<file path="src/rtl/motion_seg_sequencer_pkg.sv">
// motion_defs: descriptor layout, FSM encoding and flag indices shared by the segment sequencer
package motion_defs;
  localparam int SEG_W = 224;
  localparam int CTRL_LSB = 0;
  localparam int DT_LSB = 32;
  localparam int STEPS_LSB = 64;
  localparam int J0_LSB = 96;
  localparam int J1_LSB = 128;
  localparam int J2_LSB = 160;
  localparam int J3_LSB = 192;
  localparam int FLG_OVF = 0;
  localparam int FLG_ABT = 1;
  localparam int FLG_UND = 2;
  typedef enum logic [1:0] {ST_IDLE = 2'd0, ST_RUN = 2'd1, ST_HALT = 2'd2} seq_state_t;
endpackage

</file>
<file path="src/rtl/motion_seg_sequencer_if.sv">
// motion_seg_sequencer_if: host push/control and datapath load/status signals of the segment sequencer
interface motion_seg_sequencer_if #(parameter int AW = 4);
  import motion_defs::*;
  logic push_stb;
  logic [SEG_W-1:0] push_desc;
  logic enable;
  logic flush;
  logic clr_flags;
  logic seg_done;
  logic abort;
  logic load_stb;
  logic [31:0] ld_ctrl;
  logic [31:0] ld_dt;
  logic [31:0] ld_steps;
  logic [127:0] ld_j;
  logic dp_abort;
  logic busy;
  logic full;
  logic [AW:0] level;
  logic [15:0] seg_count;
  logic [2:0] flags;
  modport master(
    output push_stb, push_desc, enable, flush, clr_flags, seg_done, abort,
    input load_stb, ld_ctrl, ld_dt, ld_steps, ld_j, dp_abort, busy, full, level, seg_count, flags
  );
  modport slave(
    input push_stb, push_desc, enable, flush, clr_flags, seg_done, abort,
    output load_stb, ld_ctrl, ld_dt, ld_steps, ld_j, dp_abort, busy, full, level, seg_count, flags
  );
endinterface

</file>
<file path="src/rtl/motion_seg_fifo.sv">
// motion_seg_fifo: synchronous descriptor FIFO; flush drops everything, push while full or flushing is ignored
module motion_seg_fifo
  import motion_defs::*;
#(
  parameter int DEPTH = 16,
  parameter int AW = 4
) (
  input  logic clk,
  input  logic rst,
  input  logic push,
  input  logic [SEG_W-1:0] push_desc,
  input  logic pop,
  input  logic flush,
  output logic [SEG_W-1:0] head,
  output logic full,
  output logic [AW:0] level
);
  logic [SEG_W-1:0] mem [DEPTH];
  logic [AW-1:0] wp, rp;
  logic do_push, do_pop;
  assign full = level == (AW+1)'(DEPTH);
  assign do_push = push && !full && !flush;
  assign do_pop = pop && level != '0 && !flush;
  assign head = mem[rp];
  always_ff @(posedge clk)
    if (do_push) mem[wp] <= push_desc;
  always_ff @(posedge clk) begin
    if (rst || flush) begin
      wp <= '0;
      rp <= '0;
      level <= '0;
    end else begin
      wp <= wp + AW'(do_push);
      rp <= rp + AW'(do_pop);
      level <= level + (AW+1)'(do_push) - (AW+1)'(do_pop);
    end
  end
endmodule

</file>
<file path="src/rtl/motion_seg_sequencer.sv">
// motion_seg_sequencer: queues motion segments and issues them back-to-back to the datapath.
// MOTION_SEQ_UNDERRUN_EN enables the sticky underrun flag (flags[2]).
module motion_seg_sequencer
  import motion_defs::*;
#(
  parameter int DEPTH = 16,
  parameter int AW = 4
) (
  input logic clk,
  input logic rst,
  motion_seg_sequencer_if.slave bus
);
  logic [SEG_W-1:0] head;
  logic full_q;
  logic [AW:0] lvl;
  seq_state_t state, nxt;
  logic pop, q_flush, can_issue, done_cnt;
  logic [2:0] flag_set;
  motion_seg_fifo #(.DEPTH(DEPTH), .AW(AW)) u_fifo (
    .clk(clk), .rst(rst), .push(bus.push_stb), .push_desc(bus.push_desc),
    .pop(pop), .flush(q_flush), .head(head), .full(full_q), .level(lvl)
  );
  assign can_issue = bus.enable && lvl != '0 && !bus.flush;
  assign q_flush = bus.flush || (state == ST_HALT && bus.seg_done);
  assign done_cnt = bus.seg_done && state != ST_IDLE;
  assign bus.busy = state != ST_IDLE;
  assign bus.full = full_q;
  assign bus.level = lvl;
  // abort outranks a coincident seg_done: the segment still counts but nothing new is issued
  always_comb begin
    nxt = state;
    pop = 1'b0;
    case (state)
      ST_IDLE: begin
        pop = can_issue;
        nxt = can_issue ? ST_RUN : ST_IDLE;
      end
      ST_RUN: begin
        pop = bus.seg_done && !bus.abort && can_issue;
        nxt = bus.abort ? ST_HALT : !bus.seg_done ? ST_RUN : can_issue ? ST_RUN : ST_IDLE;
      end
      ST_HALT: nxt = bus.seg_done ? ST_IDLE : ST_HALT;
      default: nxt = ST_IDLE;
    endcase
  end
  always_comb begin
    flag_set = '0;
    flag_set[FLG_OVF] = bus.push_stb && full_q && !bus.flush;
    flag_set[FLG_ABT] = state == ST_HALT && bus.seg_done;
`ifdef MOTION_SEQ_UNDERRUN_EN
    flag_set[FLG_UND] = state == ST_RUN && bus.seg_done && bus.enable && lvl == '0;
`else
    flag_set[FLG_UND] = 1'b0;
`endif
  end
  always_ff @(posedge clk) state <= rst ? ST_IDLE : nxt;
  always_ff @(posedge clk) begin
    if (rst) begin
      bus.load_stb <= 1'b0;
      bus.ld_ctrl <= '0;
      bus.ld_dt <= '0;
      bus.ld_steps <= '0;
      bus.ld_j <= '0;
      bus.dp_abort <= 1'b0;
      bus.seg_count <= '0;
      bus.flags <= '0;
    end else begin
      bus.load_stb <= pop;
      if (pop) begin
        bus.ld_ctrl <= head[CTRL_LSB +: 32];
        bus.ld_dt <= head[DT_LSB +: 32];
        bus.ld_steps <= head[STEPS_LSB +: 32];
        bus.ld_j <= {head[J3_LSB +: 32], head[J2_LSB +: 32], head[J1_LSB +: 32], head[J0_LSB +: 32]};
      end
      bus.dp_abort <= nxt == ST_HALT;
      bus.seg_count <= bus.seg_count + 16'(done_cnt);
      bus.flags <= (bus.clr_flags ? 3'b000 : bus.flags) | flag_set;
    end
  end
endmodule
</file>
<file path="src/flat_wrapper.sv">
// flat-port wrapper written by rule: the top's interface ports become plain ports
module motion_seg_sequencer_flat import motion_defs::*;
#(
  parameter int DEPTH = 16,
  parameter int AW = 4
)
  (clk, rst, bus_push_stb, bus_push_desc, bus_enable, bus_flush, bus_clr_flags, bus_seg_done, bus_abort, bus_load_stb, bus_ld_ctrl, bus_ld_dt, bus_ld_steps, bus_ld_j, bus_dp_abort, bus_busy, bus_full, bus_level, bus_seg_count, bus_flags);
  motion_seg_sequencer_if #(.AW(AW)) bus_i ();
  input logic clk;
  input logic rst;
  input wire logic [$bits(bus_i.push_stb)-1:0] bus_push_stb;
  input wire logic [$bits(bus_i.push_desc)-1:0] bus_push_desc;
  input wire logic [$bits(bus_i.enable)-1:0] bus_enable;
  input wire logic [$bits(bus_i.flush)-1:0] bus_flush;
  input wire logic [$bits(bus_i.clr_flags)-1:0] bus_clr_flags;
  input wire logic [$bits(bus_i.seg_done)-1:0] bus_seg_done;
  input wire logic [$bits(bus_i.abort)-1:0] bus_abort;
  output wire logic [$bits(bus_i.load_stb)-1:0] bus_load_stb;
  output wire logic [$bits(bus_i.ld_ctrl)-1:0] bus_ld_ctrl;
  output wire logic [$bits(bus_i.ld_dt)-1:0] bus_ld_dt;
  output wire logic [$bits(bus_i.ld_steps)-1:0] bus_ld_steps;
  output wire logic [$bits(bus_i.ld_j)-1:0] bus_ld_j;
  output wire logic [$bits(bus_i.dp_abort)-1:0] bus_dp_abort;
  output wire logic [$bits(bus_i.busy)-1:0] bus_busy;
  output wire logic [$bits(bus_i.full)-1:0] bus_full;
  output wire logic [$bits(bus_i.level)-1:0] bus_level;
  output wire logic [$bits(bus_i.seg_count)-1:0] bus_seg_count;
  output wire logic [$bits(bus_i.flags)-1:0] bus_flags;
  assign bus_i.push_stb = bus_push_stb;
  assign bus_i.push_desc = bus_push_desc;
  assign bus_i.enable = bus_enable;
  assign bus_i.flush = bus_flush;
  assign bus_i.clr_flags = bus_clr_flags;
  assign bus_i.seg_done = bus_seg_done;
  assign bus_i.abort = bus_abort;
  assign bus_load_stb = bus_i.load_stb;
  assign bus_ld_ctrl = bus_i.ld_ctrl;
  assign bus_ld_dt = bus_i.ld_dt;
  assign bus_ld_steps = bus_i.ld_steps;
  assign bus_ld_j = bus_i.ld_j;
  assign bus_dp_abort = bus_i.dp_abort;
  assign bus_busy = bus_i.busy;
  assign bus_full = bus_i.full;
  assign bus_level = bus_i.level;
  assign bus_seg_count = bus_i.seg_count;
  assign bus_flags = bus_i.flags;
  motion_seg_sequencer #(.DEPTH(DEPTH), .AW(AW)) u_core (.clk(clk), .rst(rst), .bus(bus_i));
endmodule
</file>
<file path="config.mk">
export PLATFORM = sky130hd
export DESIGN_NAME = motion_seg_sequencer_flat
export DESIGN_NICKNAME = d
export VERILOG_FILES = /design/src/rtl/motion_seg_sequencer_pkg.sv /design/src/rtl/motion_seg_sequencer_if.sv /design/src/rtl/motion_seg_fifo.sv /design/src/rtl/motion_seg_sequencer.sv /design/src/flat_wrapper.sv
export SDC_FILE = /design/constraint.sdc
export NUM_CORES = 2
export LEC_CHECK = 0
export ABC_AREA = 1
export CORE_UTILIZATION = 30
export CTS_CLUSTER_SIZE = 12
export DETAILED_ROUTE_END_ITERATION = 7
export PLACE_DENSITY_LB_ADDON = 0.3
export REMOVE_ABC_BUFFERS = 1
export SYNTH_ARGS = -nofsm -noshare
export SYNTH_HDL_FRONTEND = slang
export SYNTH_SLANG_ARGS = --single-unit
</file>
<file path="constraint.sdc">
create_clock -name clk -period 31.8 [get_ports clk]
set_clock_uncertainty 0.1 [all_clocks]
set_input_delay 4.77 -clock clk [delete_from_list [all_inputs] [get_ports clk]]
set_output_delay 4.77 -clock clk [all_outputs]
set_load 0.03 [all_outputs]
</file>
==> flow_summary.json <==
{
  "status": "complete, no violations",
  "fin_nets": 14660,
  "syn_area_sq_um": 156000,
  "rsz0062_at_grt": "false",
  "wl_per_cell_um": 20.97,
  "clk_pin_slew_ns": 0.06,
  "syn-mean-instance-area_sq_um": 11.04,
  "netlist.area_leader.share_pct": 68.97,
  "crit_slowest_cell": "buf_4",
  "synth_edf_count": 3584,
  "core_area_sq_um": 517600,
  "maxCapViolCount": 0,
  "hpwlAfterDp_mm": 238.3,
  "max_clock_freq_ghz": 0.1208,
  "clockBufferDepth": 4,
  "ys_top_cells_by_count": "nand2_1, edfxtp_1, nand3_1, inv_1, nor2_1",
  "cts_tree": "done",
  "fill_cells": 51012,
  "grt_max_degree": 203,
  "dr.pass1.iters": 6,
  "yosysMostFrequentCell": "nand2_1",
  "slew_headroom_pct": 21.77,
  "cts_buffers": 416,
  "clock-sinks": 3843,
  "hold_viol_final": 0,
  "ys_seq_area_share_pct": 72.29,
  "drc": 0,
  "worst_pin_slew_ns": 1.173,
  "worstSetupEndpointType": "flop",
  "cp_common_cell": "buf_4",
  "cts_root_buf": "clkbuf_16",
  "grt_antenna_before_repair": 55,
  "worstPathMaxFanout": 42,
  "vias": 101467,
  "htreeDepth": 5,
  "postLayoutCoreUtil_pct": 35.02,
  "synth_cell_types": 30,
  "rr_startpoint": "u_core.u_fifo.rp[0]$_SDFF_PP0_",
  "synthTopCellsByArea": "edfxtp_1, nand2_1, nand3_1, dfxtp_1, inv_1",
  "synth_cells": 14138,
  "critPathBufInv": 6,
  "grt.overflow.total": 0,
  "r2r-end": "u_core.bus.ld_j[122]$_SDFFE_PP0N_",
  "grt_pass1_vias": 98625,
  "tns_ns": 0,
  "worst_setup_path_start_kind": "input port",
  "yosysTopAreaCell": "edfxtp_1",
  "synth-seq-cells": 3843,
  "whs_path_depth": 2,
  "ys_warn_count": 0,
  "crit_chain": "clkdlybuf4s50_1 -> nand3_1 -> nand4_1 -> buf_4 -> nor3_2 -> buf_4 -> buf_4 -> buf_4 -> buf_4",
  "hp-start": "u_core.bus.flags[1]$_SDFF_PP0_",
  "port_buffers": 482,
  "clk-insertion-delay-late_ns": 1.01,
  "crit_family": "buffers and inverters",
  "drtAntennaViolNets": 0,
  "dieWidth_um": 723.2,
  "cpPeakStageDelay_ns": 0.75,
  "routed_wl_mm": 455.4,
  "slew_violations": 0,
  "synthArstFlopShare_pct": 0,
  "gp_congestion": 0.7490,
  "grt_use_total_pct": 16.87,
  "reg2reg_slack_ns": 26.14,
  "io_pins": 484,
  "grt_pass1_wl_mm": 667.2,
  "post_cts_resize_count": 0,
  "start_util_pct": 30.15,
  "vias_per_cell": 4.671,
  "arrival_ns": 8.76,
  "crit_required_ns": 32.28,
  "synth_flop_cell": "edfxtp_1",
  "drive_above_1_share_pct": 6.301,
  "hold_path_end": "u_core.bus.flags[1]$_SDFF_PP0_",
  "placementRows": 264,
  "p_leak_nw": 67.67,
  "drtIter0Drc": 8062,
  "finalSetupViolations": 0,
  "syn2layout_area_growth_pct": 16.16,
  "reg2reg_depth": 12,
  "fin_crit_ns": 8.279,
  "worstSetupPathType": "input port to flop",
  "holdBufCountCts": 0,
  "die_h_um": 723.2,
  "post_cts_buffers": 0,
  "vdd_drop_max_mv": 0.04570,
  "finalCritPeriodShare_pct": 26.03,
  "p_per_area_nw_per_um2": 59.94,
  "die-area_sq_um": 523000,
  "min_path_type": "flop to flop"
}
-- per-layer routing --
layer | share of wire (%) | vias up | track usage, %
met3 | 5.4 | 646 | 2.501
met1 | 43 | 50081 | 22.20
li1 | - | 48129 | -
met2 | 49 | 2579 | 28.73
met4 | 2.8 | 32 | 5.106
met5 | 0.045 | - | 0
-- cell families after synthesis --
logic type	count (synthesis)	share of synthesized area, %
xor+xnor	6	0.03368
compound gates	183	0.5965
other cells	1	0.002403
simple gates	8239	22.13
flops	3843	72.29
buf+inv	1853	4.842
fa+ha+maj	13	0.1090
-- layout make-up --
type	instances	area, sq um	area share [%]
sequential	3843	112800	62.24
multi-input combinational	8442	35770	19.73
clock buffer	595	11430	6.307
tap	6916	8653	4.774
timing repair buffer	681	6611	3.647
inverter	1031	3900	2.152
clock inverter	183	2001	1.104
antenna	31	77.57	0.04280
-- metrics by stage --
stage / area, sq um / power (W) / hold WS, ns / instances / worst slack (ns)
2_1_floorplan: 152400 / 0.006121 / 0.4010 / 13316 / -121.97
3_3_place_gp: 167800 / 0.006226 / 0.3546 / 20913 / 22.46
3_5_place_dp: 167800 / 0.006227 / 0.3636 / 20913 / 22.49
4_1_cts: 181200 / 0.01098 / 0.3750 / 21691 / 23.55
5_1_grt: 181200 / 0.01121 / 0.4105 / 21705 / 23.40
6_report: 181300 / 0.01087 / 0.3753 / 21722 / 23.52
-- worst register-to-register path: stages, from the launching register on --
cell	delay [ns]
dfxtp_4	0.77
buf_4	0.81
buf_4	0.65
buf_4	0.73
buf_4	0.77
buf_4	0.90
o21ai_0	0.25
nand2_1	0.11
nand3_1	0.14
nand3_1	0.13
nand3_1	0.08
nand2_1	0.08
inv_1	0.03
-- worst max path at each step --
stage,start,to,cells after the start
final,bus_seg_done,u_core.u_fifo.mem[10][202]$_DFFE_PP_,9
after global routing,bus_seg_done,u_core.u_fifo.mem[10][134]$_DFFE_PP_,9
after floorplan,u_core.u_fifo.rp[0]$_SDFF_PP0_,u_core.bus.ld_ctrl[26]$_SDFFE_PP0N_,9
after CTS,bus_seg_done,u_core.u_fifo.mem[10][99]$_DFFE_PP_,9
after detailed placement,bus_seg_done,u_core.u_fifo.mem[10][214]$_DFFE_PP_,9
after global placement,bus_seg_done,u_core.u_fifo.mem[10][214]$_DFFE_PP_,9
-- power by group --
part | total (W) | internal [W] | leakage [nW] | switching [W]
sequential | 0.00561 | 0.00558 | 34.4 | 0.0000361
combinational | 0.000500 | 0.000151 | 26.8 | 0.000348
clock | 0.00475 | 0.00268 | 6.48 | 0.00207
total | 0.0109 | 0.00841 | 67.7 | 0.00245
-- cells in the final DEF, fill, tap and decap left out, drive strengths merged, types with 6 or more instances in the layout --
| master | synthesis | layout |
|---|---|---|
| nand3 | 2552 | 2552 |
| nand4 | 6 | 6 |
| nor2 | 498 | 498 |
| inv | 1030 | 1039 |
| nand2 | 5017 | 5017 |
| clkbuf | 402 | 595 |
| ha | 12 | 12 |
| nor3 | 23 | 23 |
| clkinv | 1 | 149 |
| diode | 0 | 31 |
| buf | 420 | 200 |
| clkdlybuf4s50 | 0 | 481 |
| or2 | 140 | 140 |
| a21oi | 57 | 57 |
| clkinvlp | 0 | 6 |
| dfxtp | 259 | 259 |
| o21ai | 120 | 120 |
| bufinv | 0 | 20 |
| edfxtp | 3584 | 3584 |
-- flip-flops by register name, summed over array words and instances (netlist names) --
signal and count:
u_core.u_fifo.mem 3584, u_core.u_fifo.level 5, u_core.bus.seg_count 16, u_core.state 2
u_core.bus.flags 2, u_core.bus.ld_ctrl 32, u_core.bus.load_stb 1, u_core.u_fifo.rp 4
u_core.bus.dp_abort 1, u_core.bus.ld_dt 32, u_core.bus.ld_j 128, u_core.bus.ld_steps 32
u_core.u_fifo.wp 4
No activity file was read; power rests on OpenSTA's default activity.
